**src/rtl/oled_power_sequencer_pkg.sv**
```systemverilog
// rtl/oled_power_sequencer_pkg.sv - OLED sequencer states, SSD1306 command ROM and index constants
package oled_pkg;

    typedef enum logic [2:0] {
        ST_OFF,
        ST_VDD_WAIT,
        ST_CMD,
        ST_RES_LOW,
        ST_VBAT_ON,
        ST_ON,
        ST_VBAT_OFF,
        ST_VDD_OFF
    } oled_state_e;

    localparam int OLED_CMD_N = 12;

    // Display off, charge pump on, pre-charge, contrast, remap, COM config, display on.
    localparam logic [7:0] OLED_CMD_ROM [OLED_CMD_N] = '{
        8'hAE, 8'h8D, 8'h14, 8'hD9, 8'hF1, 8'h81,
        8'h0F, 8'hA0, 8'hC0, 8'hDA, 8'h00, 8'hAF
    };

    localparam logic [3:0] CMD_DISPOFF    = 4'd0;
    localparam logic [3:0] CMD_PRE_FIRST  = 4'd1;
    localparam logic [3:0] CMD_PRE_LAST   = 4'd4;
    localparam logic [3:0] CMD_POST_FIRST = 4'd5;
    localparam logic [3:0] CMD_POST_LAST  = 4'd11;

    function automatic logic [7:0] cmd_byte(input logic [3:0] idx);
        return (idx < 4'd12) ? OLED_CMD_ROM[idx] : 8'h00;
    endfunction

endpackage

```
**src/rtl/oled_power_sequencer_if.sv**
```systemverilog
// rtl/oled_power_sequencer_if.sv - control, host byte stream and serializer byte stream bundle
interface oled_power_sequencer_if;

    logic       start_on;
    logic       start_off;
    logic       busy;
    logic       ready;
    logic [7:0] host_byte;
    logic       host_dc;
    logic       host_valid;
    logic       host_ready;
    logic [7:0] spi_byte;
    logic       spi_dc;
    logic       spi_valid;
    logic       spi_ready;
    logic       spi_busy;
    logic       VDD;
    logic       VBAT;
    logic       RES;

    modport master (
        output start_on, start_off, host_byte, host_dc, host_valid, spi_ready, spi_busy,
        input  busy, ready, host_ready, spi_byte, spi_dc, spi_valid, VDD, VBAT, RES
    );

    modport slave (
        input  start_on, start_off, host_byte, host_dc, host_valid, spi_ready, spi_busy,
        output busy, ready, host_ready, spi_byte, spi_dc, spi_valid, VDD, VBAT, RES
    );

endinterface

```
**src/rtl/oled_power_sequencer_timer.sv**
```systemverilog
// rtl/oled_power_sequencer_timer.sv - down-counting phase timer, expired while the count is zero
module oled_phase_timer #(
    parameter int CNT_W = 24
) (
    input  logic             clk_i,
    input  logic             rst_i,
    input  logic             load_i,
    input  logic [CNT_W-1:0] value_i,
    output logic             expired_o
);

    logic [CNT_W-1:0] cnt_q;

    always_ff @(posedge clk_i or posedge rst_i) begin
        if (rst_i) begin
            cnt_q <= '0;
        end else if (load_i) begin
            cnt_q <= value_i;
        end else if (cnt_q != '0) begin
            cnt_q <= cnt_q - 1'b1;
        end
    end

    assign expired_o = (cnt_q == '0);

endmodule

```
**src/rtl/oled_power_sequencer.sv**
```systemverilog
// rtl/oled_power_sequencer.sv - SSD1306 rail/reset sequencing with command ROM and host byte arbitration
module oled_power_sequencer
    import oled_pkg::*;
#(
    parameter int T_VDD_CYC  = 100000,
    parameter int T_RES_CYC  = 100000,
    parameter int T_VBAT_CYC = 10000000,
    parameter int CNT_W      = 24
) (
    input  logic                  s00_axi_aclk,
    input  logic                  s00_axi_areset,
    oled_power_sequencer_if.slave bus
);

    oled_state_e state_q, next_q;
    logic [3:0]  idx_q, last_q;
    logic [7:0]  spi_byte_q;
    logic        spi_valid_q;
    logic        vdd_q, vbat_q, res_q;
    logic        busy_q, ready_q, pending_off_q;

    logic             timer_load_d;
    logic [CNT_W-1:0] timer_val_d;
    logic             timer_expired;
    logic             cmd_done;
    logic             on_exit;
    logic             up_phase;

    assign cmd_done = (state_q == ST_CMD) && !spi_valid_q && !bus.spi_busy;
    // The host byte in flight must finish (or never have started) before the shutdown ROM takes the bus.
    assign on_exit  = (state_q == ST_ON) && (bus.start_off || pending_off_q) &&
                      (!bus.host_valid || bus.spi_ready);
    assign up_phase = (state_q == ST_VDD_WAIT) || (state_q == ST_RES_LOW) ||
                      (state_q == ST_VBAT_ON) || (state_q == ST_ON) ||
                      ((state_q == ST_CMD) && (next_q != ST_VBAT_OFF));

    always_comb begin
        timer_load_d = 1'b0;
        timer_val_d  = '0;
        case (state_q)
            ST_OFF: begin
                if (bus.start_on && !bus.start_off) begin
                    timer_load_d = 1'b1;
                    timer_val_d  = CNT_W'(T_VDD_CYC - 1);
                end
            end
            ST_CMD: begin
                if (cmd_done) begin
                    case (next_q)
                        ST_RES_LOW: begin
                            timer_load_d = 1'b1;
                            timer_val_d  = CNT_W'(T_RES_CYC - 1);
                        end
                        ST_VBAT_ON, ST_VBAT_OFF: begin
                            timer_load_d = 1'b1;
                            timer_val_d  = CNT_W'(T_VBAT_CYC - 1);
                        end
                        default: ;
                    endcase
                end
            end
            default: ;
        endcase
    end

    oled_phase_timer #(.CNT_W(CNT_W)) u_timer (
        .clk_i     (s00_axi_aclk),
        .rst_i     (s00_axi_areset),
        .load_i    (timer_load_d),
        .value_i   (timer_val_d),
        .expired_o (timer_expired)
    );

    always_ff @(posedge s00_axi_aclk or posedge s00_axi_areset) begin
        if (s00_axi_areset) begin
            state_q       <= ST_OFF;
            next_q        <= ST_OFF;
            idx_q         <= '0;
            last_q        <= '0;
            spi_byte_q    <= '0;
            spi_valid_q   <= 1'b0;
            vdd_q         <= 1'b1;
            vbat_q        <= 1'b1;
            res_q         <= 1'b1;
            busy_q        <= 1'b0;
            ready_q       <= 1'b0;
            pending_off_q <= 1'b0;
        end else begin
            if (up_phase && bus.start_off) begin
                pending_off_q <= 1'b1;
            end
            case (state_q)
                ST_OFF: begin
                    if (bus.start_on && !bus.start_off) begin
                        vdd_q   <= 1'b0;
                        busy_q  <= 1'b1;
                        state_q <= ST_VDD_WAIT;
                    end
                end
                ST_VDD_WAIT: begin
                    if (timer_expired) begin
                        state_q     <= ST_CMD;
                        idx_q       <= CMD_DISPOFF;
                        last_q      <= CMD_DISPOFF;
                        next_q      <= ST_RES_LOW;
                        spi_byte_q  <= cmd_byte(CMD_DISPOFF);
                        spi_valid_q <= 1'b1;
                    end
                end
                ST_CMD: begin
                    if (spi_valid_q && bus.spi_ready) begin
                        if (idx_q == last_q) begin
                            spi_valid_q <= 1'b0;
                        end else begin
                            idx_q      <= idx_q + 4'd1;
                            spi_byte_q <= cmd_byte(idx_q + 4'd1);
                        end
                    end else if (cmd_done) begin
                        state_q <= next_q;
                        case (next_q)
                            ST_RES_LOW:  res_q  <= 1'b0;
                            ST_VBAT_ON:  vbat_q <= 1'b0;
                            ST_VBAT_OFF: vbat_q <= 1'b1;
                            ST_ON: begin
                                ready_q <= 1'b1;
                                busy_q  <= 1'b0;
                            end
                            default: ;
                        endcase
                    end
                end
                ST_RES_LOW: begin
                    if (timer_expired) begin
                        res_q       <= 1'b1;
                        state_q     <= ST_CMD;
                        idx_q       <= CMD_PRE_FIRST;
                        last_q      <= CMD_PRE_LAST;
                        next_q      <= ST_VBAT_ON;
                        spi_byte_q  <= cmd_byte(CMD_PRE_FIRST);
                        spi_valid_q <= 1'b1;
                    end
                end
                ST_VBAT_ON: begin
                    if (timer_expired) begin
                        state_q     <= ST_CMD;
                        idx_q       <= CMD_POST_FIRST;
                        last_q      <= CMD_POST_LAST;
                        next_q      <= ST_ON;
                        spi_byte_q  <= cmd_byte(CMD_POST_FIRST);
                        spi_valid_q <= 1'b1;
                    end
                end
                ST_ON: begin
                    if (on_exit) begin
                        ready_q       <= 1'b0;
                        busy_q        <= 1'b1;
                        pending_off_q <= 1'b0;
                        state_q       <= ST_CMD;
                        idx_q         <= CMD_DISPOFF;
                        last_q        <= CMD_DISPOFF;
                        next_q        <= ST_VBAT_OFF;
                        spi_byte_q    <= cmd_byte(CMD_DISPOFF);
                        spi_valid_q   <= 1'b1;
                    end
                end
                ST_VBAT_OFF: begin
                    if (timer_expired) begin
                        vdd_q   <= 1'b1;
                        state_q <= ST_VDD_OFF;
                    end
                end
                ST_VDD_OFF: begin
                    busy_q        <= 1'b0;
                    pending_off_q <= 1'b0;
                    state_q       <= ST_OFF;
                end
                default: state_q <= ST_OFF;
            endcase
        end
    end

    // Once on, the host stream passes straight through to the serializer.
    assign bus.spi_valid  = (state_q == ST_ON) ? bus.host_valid : spi_valid_q;
    assign bus.spi_byte   = (state_q == ST_ON) ? bus.host_byte  : spi_byte_q;
    assign bus.spi_dc     = (state_q == ST_ON) ? bus.host_dc    : 1'b0;
    assign bus.host_ready = (state_q == ST_ON) && bus.spi_ready;
    assign bus.busy       = busy_q;
    assign bus.ready      = ready_q;
    assign bus.VDD        = vdd_q;
    assign bus.VBAT       = vbat_q;
    assign bus.RES        = res_q;

endmodule
```
**src/flat_wrapper.sv**
```systemverilog
// flat-port wrapper written by rule: the top's interface ports become plain ports
module oled_power_sequencer_flat import oled_pkg::*;
#(
    parameter int T_VDD_CYC  = 100000,
    parameter int T_RES_CYC  = 100000,
    parameter int T_VBAT_CYC = 10000000,
    parameter int CNT_W      = 24
)
  (s00_axi_aclk, s00_axi_areset, bus_start_on, bus_start_off, bus_host_byte, bus_host_dc, bus_host_valid, bus_spi_ready, bus_spi_busy, bus_busy, bus_ready, bus_host_ready, bus_spi_byte, bus_spi_dc, bus_spi_valid, bus_VDD, bus_VBAT, bus_RES);
  oled_power_sequencer_if bus_i ();
  input  logic s00_axi_aclk;
  input  logic s00_axi_areset;
  input wire logic [$bits(bus_i.start_on)-1:0] bus_start_on;
  input wire logic [$bits(bus_i.start_off)-1:0] bus_start_off;
  input wire logic [$bits(bus_i.host_byte)-1:0] bus_host_byte;
  input wire logic [$bits(bus_i.host_dc)-1:0] bus_host_dc;
  input wire logic [$bits(bus_i.host_valid)-1:0] bus_host_valid;
  input wire logic [$bits(bus_i.spi_ready)-1:0] bus_spi_ready;
  input wire logic [$bits(bus_i.spi_busy)-1:0] bus_spi_busy;
  output wire logic [$bits(bus_i.busy)-1:0] bus_busy;
  output wire logic [$bits(bus_i.ready)-1:0] bus_ready;
  output wire logic [$bits(bus_i.host_ready)-1:0] bus_host_ready;
  output wire logic [$bits(bus_i.spi_byte)-1:0] bus_spi_byte;
  output wire logic [$bits(bus_i.spi_dc)-1:0] bus_spi_dc;
  output wire logic [$bits(bus_i.spi_valid)-1:0] bus_spi_valid;
  output wire logic [$bits(bus_i.VDD)-1:0] bus_VDD;
  output wire logic [$bits(bus_i.VBAT)-1:0] bus_VBAT;
  output wire logic [$bits(bus_i.RES)-1:0] bus_RES;
  assign bus_i.start_on = bus_start_on;
  assign bus_i.start_off = bus_start_off;
  assign bus_i.host_byte = bus_host_byte;
  assign bus_i.host_dc = bus_host_dc;
  assign bus_i.host_valid = bus_host_valid;
  assign bus_i.spi_ready = bus_spi_ready;
  assign bus_i.spi_busy = bus_spi_busy;
  assign bus_busy = bus_i.busy;
  assign bus_ready = bus_i.ready;
  assign bus_host_ready = bus_i.host_ready;
  assign bus_spi_byte = bus_i.spi_byte;
  assign bus_spi_dc = bus_i.spi_dc;
  assign bus_spi_valid = bus_i.spi_valid;
  assign bus_VDD = bus_i.VDD;
  assign bus_VBAT = bus_i.VBAT;
  assign bus_RES = bus_i.RES;
  oled_power_sequencer #(.T_VDD_CYC(T_VDD_CYC), .T_RES_CYC(T_RES_CYC), .T_VBAT_CYC(T_VBAT_CYC), .CNT_W(CNT_W)) u_core (.s00_axi_aclk(s00_axi_aclk), .s00_axi_areset(s00_axi_areset), .bus(bus_i));
endmodule
```
**config.mk**
```make
export PLATFORM = sky130hd
export DESIGN_NAME = oled_power_sequencer_flat
export DESIGN_NICKNAME = d
export VERILOG_FILES = /design/src/rtl/oled_power_sequencer_pkg.sv /design/src/rtl/oled_power_sequencer_if.sv /design/src/rtl/oled_power_sequencer_timer.sv /design/src/rtl/oled_power_sequencer.sv /design/src/flat_wrapper.sv
export SDC_FILE = /design/constraint.sdc
export NUM_CORES = 1
export LEC_CHECK = 0
export ABC_AREA = 1
export CORE_ASPECT_RATIO = 0.6
export CORE_MARGIN = 4
export CORE_UTILIZATION = 30
export DETAILED_ROUTE_END_ITERATION = 8
export GPL_TIMING_DRIVEN = 0
export SYNTH_ARGS = -nofsm -noshare
export SYNTH_HDL_FRONTEND = slang
export SYNTH_SLANG_ARGS = --single-unit
```
**constraint.sdc**
```tcl
create_clock -name s00_axi_aclk -period 4.75 [get_ports s00_axi_aclk]
set_clock_uncertainty 0.1 [all_clocks]
set_input_delay 0.7125 -clock s00_axi_aclk [delete_from_list [all_inputs] [get_ports s00_axi_aclk]]
set_output_delay 0.7125 -clock s00_axi_aclk [all_outputs]
set_load 0.01 [all_outputs]
```
==> out/metrics.cfg <==
[status]
outcome = finished clean

[detailed_routing]
drc = 0
drtPass1Iterations = 7
vias_per_cell = 4.67
wirelength_um = 9260
drtIter0Drc = 295
wl_per_cell_um = 13.2
ant_nets = 0
vias = 3277

[die]
start_util_pct = 30.7
die_h_um = 91.1
row_count = 30
core_area_mm2 = 0.0113
die-area_mm2 = 0.0133
pin_count = 32
die_x_um = 146

[clocking]
clk_pin_slew_worst_paths_ps = 70
cts.sinks = 51
ctsResizeCount = 0
cts_hold_buf = 0
cts_tree = built
htreeDepth = 2
clk_path_buf_depth = 2
postCtsSetupBuffers = 0
clock_tree.root_cell = clkbuf_16
cts_buffers = 5
clk_latency_ps = 290

[sta]
slew_headroom_pct = 59.9
grt_setup_unrepaired = false
tightest_slew_ps = 600
final_hold_viol_count = 0
setup_viol = 0
fin_crit_sh_pct = 64.2
totalNegativeSetupSlack_ps = 0
period_needed_ps = 3050
fmax_ghz = 0.328
slew_viol_final = 0

[layout]
syn2layout_area_growth_pct = 19.1
nets = 581
fillCellCount = 1176
layout-drive-gt1-share_pct = 8.44
fin_area_mm2 = 0.00411
antenna_cells = 0

[pwr]
p_leak_nw = 2.00
powerDensity_mw_per_mm2 = 568
vdd_drop_max_uv = 168

[setup_path]
crit_family = buffers and inverters
crit_arrival_ps = 2240
crit_type = reg2out
slowest_stage = clkdlybuf4s50_1
crit_fanout = 10
worstPathCellList = nand2_1 > nor2_4 > inv_1 > clkbuf_1 > nand2_1 > nand2_1 > clkdlybuf4s50_1
crit_path_end_kind = output pin
path_buf_inv = 3
cp.required_ps = 3940
crit_top_cell = nand2_1
worstSetupStartpointType = register
cp_slowest_stage_delay_ps = 540

[global_route]
met1_usage_pct = 24.8
met2_usage_pct = 18.5
grt_max_degree = 37
gr-usage-met3_pct = 2.24
grt_antenna_before_repair = 0
grt_pass1_vias = 3058
busiest_layer = met1
grt.total_usage_pct = 14.5
grt_pass1_wl_um = 15900
grt.overflow.total = 0

[synth]
synth_xor_area_share_pct = 1.52
synth.area.mux_share_pct = 0
ys_seq_area_share_pct = 37.1
synthSimpleGateAreaFrac_pct = 39.8
synth-seq-cells = 51
ys_warn_count = 0
avgSynthCellArea_um2 = 6.68
synth_compound_area_share_pct = 9.82
synth_nets = 542
synth_cells = 517
synth_fa_ha_area_share_pct = 3.26
yosysUniqueCellTypes = 39
syn-cell-area_mm2 = 0.00345
synth_top_family_by_area = simple AND/OR/NAND/NOR gates

[flow_run]
drv_cap = 0

[hold_path]
hp-class = reg2reg

[place]
portBuffers = 31
place_congestion = 0.893
hpwlAfterDp_um = 7360
placed_area_mm2 = 0.00396

synthesized netlist by cell type (all sizes together):
cell,instances,area share [%]
a211oi,1,0.22
xor2,5,1.3
inv,61,6.6
o21a,1,0.22
o21ai,28,4.2
nand3,32,5.1
nor3,7,1.2
clkbuf,1,0.11
nand3b,2,0.43
o21bai,5,1.1
nor2,78,9.4
and3,1,0.18
dfrtp,48,35
nand4,13,2.4
a21oi,17,2.7
nand2,186,21
a31oi,1,0.18
a21boi,1,0.33
o211ai,3,0.65
clkinv,1,0.11
xnor2,1,0.25
or2,2,0.36
o21ba,1,0.29
nor4,1,0.18
buf,8,1.6
dfstp,3,2.3
ha,9,3.3
layout make-up:
class | count | area, um^2 | share of cell area [%]
Multi-Input combinational cell | 395 | 1880 | 45.7
Timing Repair Buffer | 32 | 330 | 8.04
Sequential cell | 51 | 1280 | 31.1
Clock inverter | 1 | 5.00 | 0.122
Clock buffer | 7 | 143 | 3.47
Buffer | 9 | 60.1 | 1.46
Tap cell | 144 | 180 | 4.38
Inverter | 62 | 233 | 5.66
per-layer routing:
| layer | share of wire (%) | vias to the layer above | routed length [um] |
|---|---|---|---|
| li1 | - | 1718 | - |
| met1 | 57 | 1465 | 5270 |
| met2 | 36 | 86 | 3370 |
| met3 | 5.9 | 8 | 548 |
| met4 | 0.76 | 0 | 70 |
| met5 | 0 | - | 0 |
state kept, by name, summed over array words and instances, names as in the netlist:
register,flops
u_core.spi_byte_q,8
u_core.u_timer.cnt_q,24
u_core.bus.ready,1
u_core.state_q,3
u_core.bus.VBAT,1
u_core.pending_off_q,1
u_core.bus.VDD,1
u_core.last_q,2
u_core.bus.RES,1
u_core.spi_valid_q,1
u_core.next_q,3
u_core.bus.busy,1
u_core.idx_q,4
report_power, final:
part | leakage (nW) | switching, mW | total [mW] | internal [mW]
combinational | 1.30 | 0.755 | 1.23 | 0.472
sequential | 0.629 | 0.149 | 0.734 | 0.585
clock | 0.0739 | 0.162 | 0.372 | 0.210
total | 2.00 | 1.07 | 2.33 | 1.27
worst register-to-register path: cells and delay by family (launching register included):
family / cells / cell delay [ps]
flip-flops: 1 / 400
buffers and inverters: 1 / 120
AND/OR/NAND/NOR: 8 / 1370
final timing paths:
path,from,end,slack (ps),cells past startpoint
worst max-delay path,u_core.state_q[0],bus_spi_byte[0],1700,7
worst min-delay path,u_core.bus.busy,u_core.bus.busy,370,2
worst max register to register,u_core.u_timer.cnt_q[4],u_core.u_timer.cnt_q[17],2710,9
worst min register to register,u_core.bus.busy,u_core.bus.busy,370,2
max in group asynchronous,s00_axi_areset,u_core.bus.VBAT,3350,3
min in group asynchronous,s00_axi_areset,u_core.bus.busy,620,2
cells in the final DEF, fill, tap and decap left out, types with 2 or more instances in the layout:
cell type / count
nor2_2: 4
clkbuf_16: 5
nor3_1: 6
nand2_1: 181
buf_2: 3
nand3b_1: 2
clkdlybuf4s50_1: 31
a21oi_2: 2
buf_4: 4
nand4_1: 13
ha_1: 9
a21oi_1: 15
or2_2: 2
inv_2: 6
nand3_1: 30
clkbuf_1: 2
o21ai_0: 21
nor2_1: 71
o21ai_1: 6
dfstp_2: 3
inv_1: 55
nor2_4: 3
o21bai_1: 5
nand2_2: 5
dfrtp_1: 48
xor2_1: 5
o211ai_1: 3
cell families (layout without fill, tap and decap cells):
| family | count (synthesis) | in the layout |
|---|---|---|
| AND/OR/NAND/NOR | 322 | 322 |
| buffers and inverters | 71 | 111 |
| AO/OA/AOI/OAI | 58 | 58 |
| flip-flops | 51 | 51 |
| adder cells (fa/ha/maj) | 9 | 9 |
| XOR/XNOR | 6 | 6 |
per-stage QoR:
stage | hold slack [ps] | worst slack, ps | total power, mW | std cells | utilization [%]
after detailed placement | 367 | 1990 | 1.96 | 693 | 35.2
after floorplan | 342 | 2710 | 1.59 | 517 | -
after global placement | 362 | 1550 | 1.94 | 692 | 35.0
after global routing | 412 | 1480 | 2.57 | 701 | 36.5
final | 375 | 1700 | 2.33 | 701 | 36.5
after CTS | 383 | 1700 | 2.34 | 701 | 36.5
No activity file was read; power rests on OpenSTA's default activity.
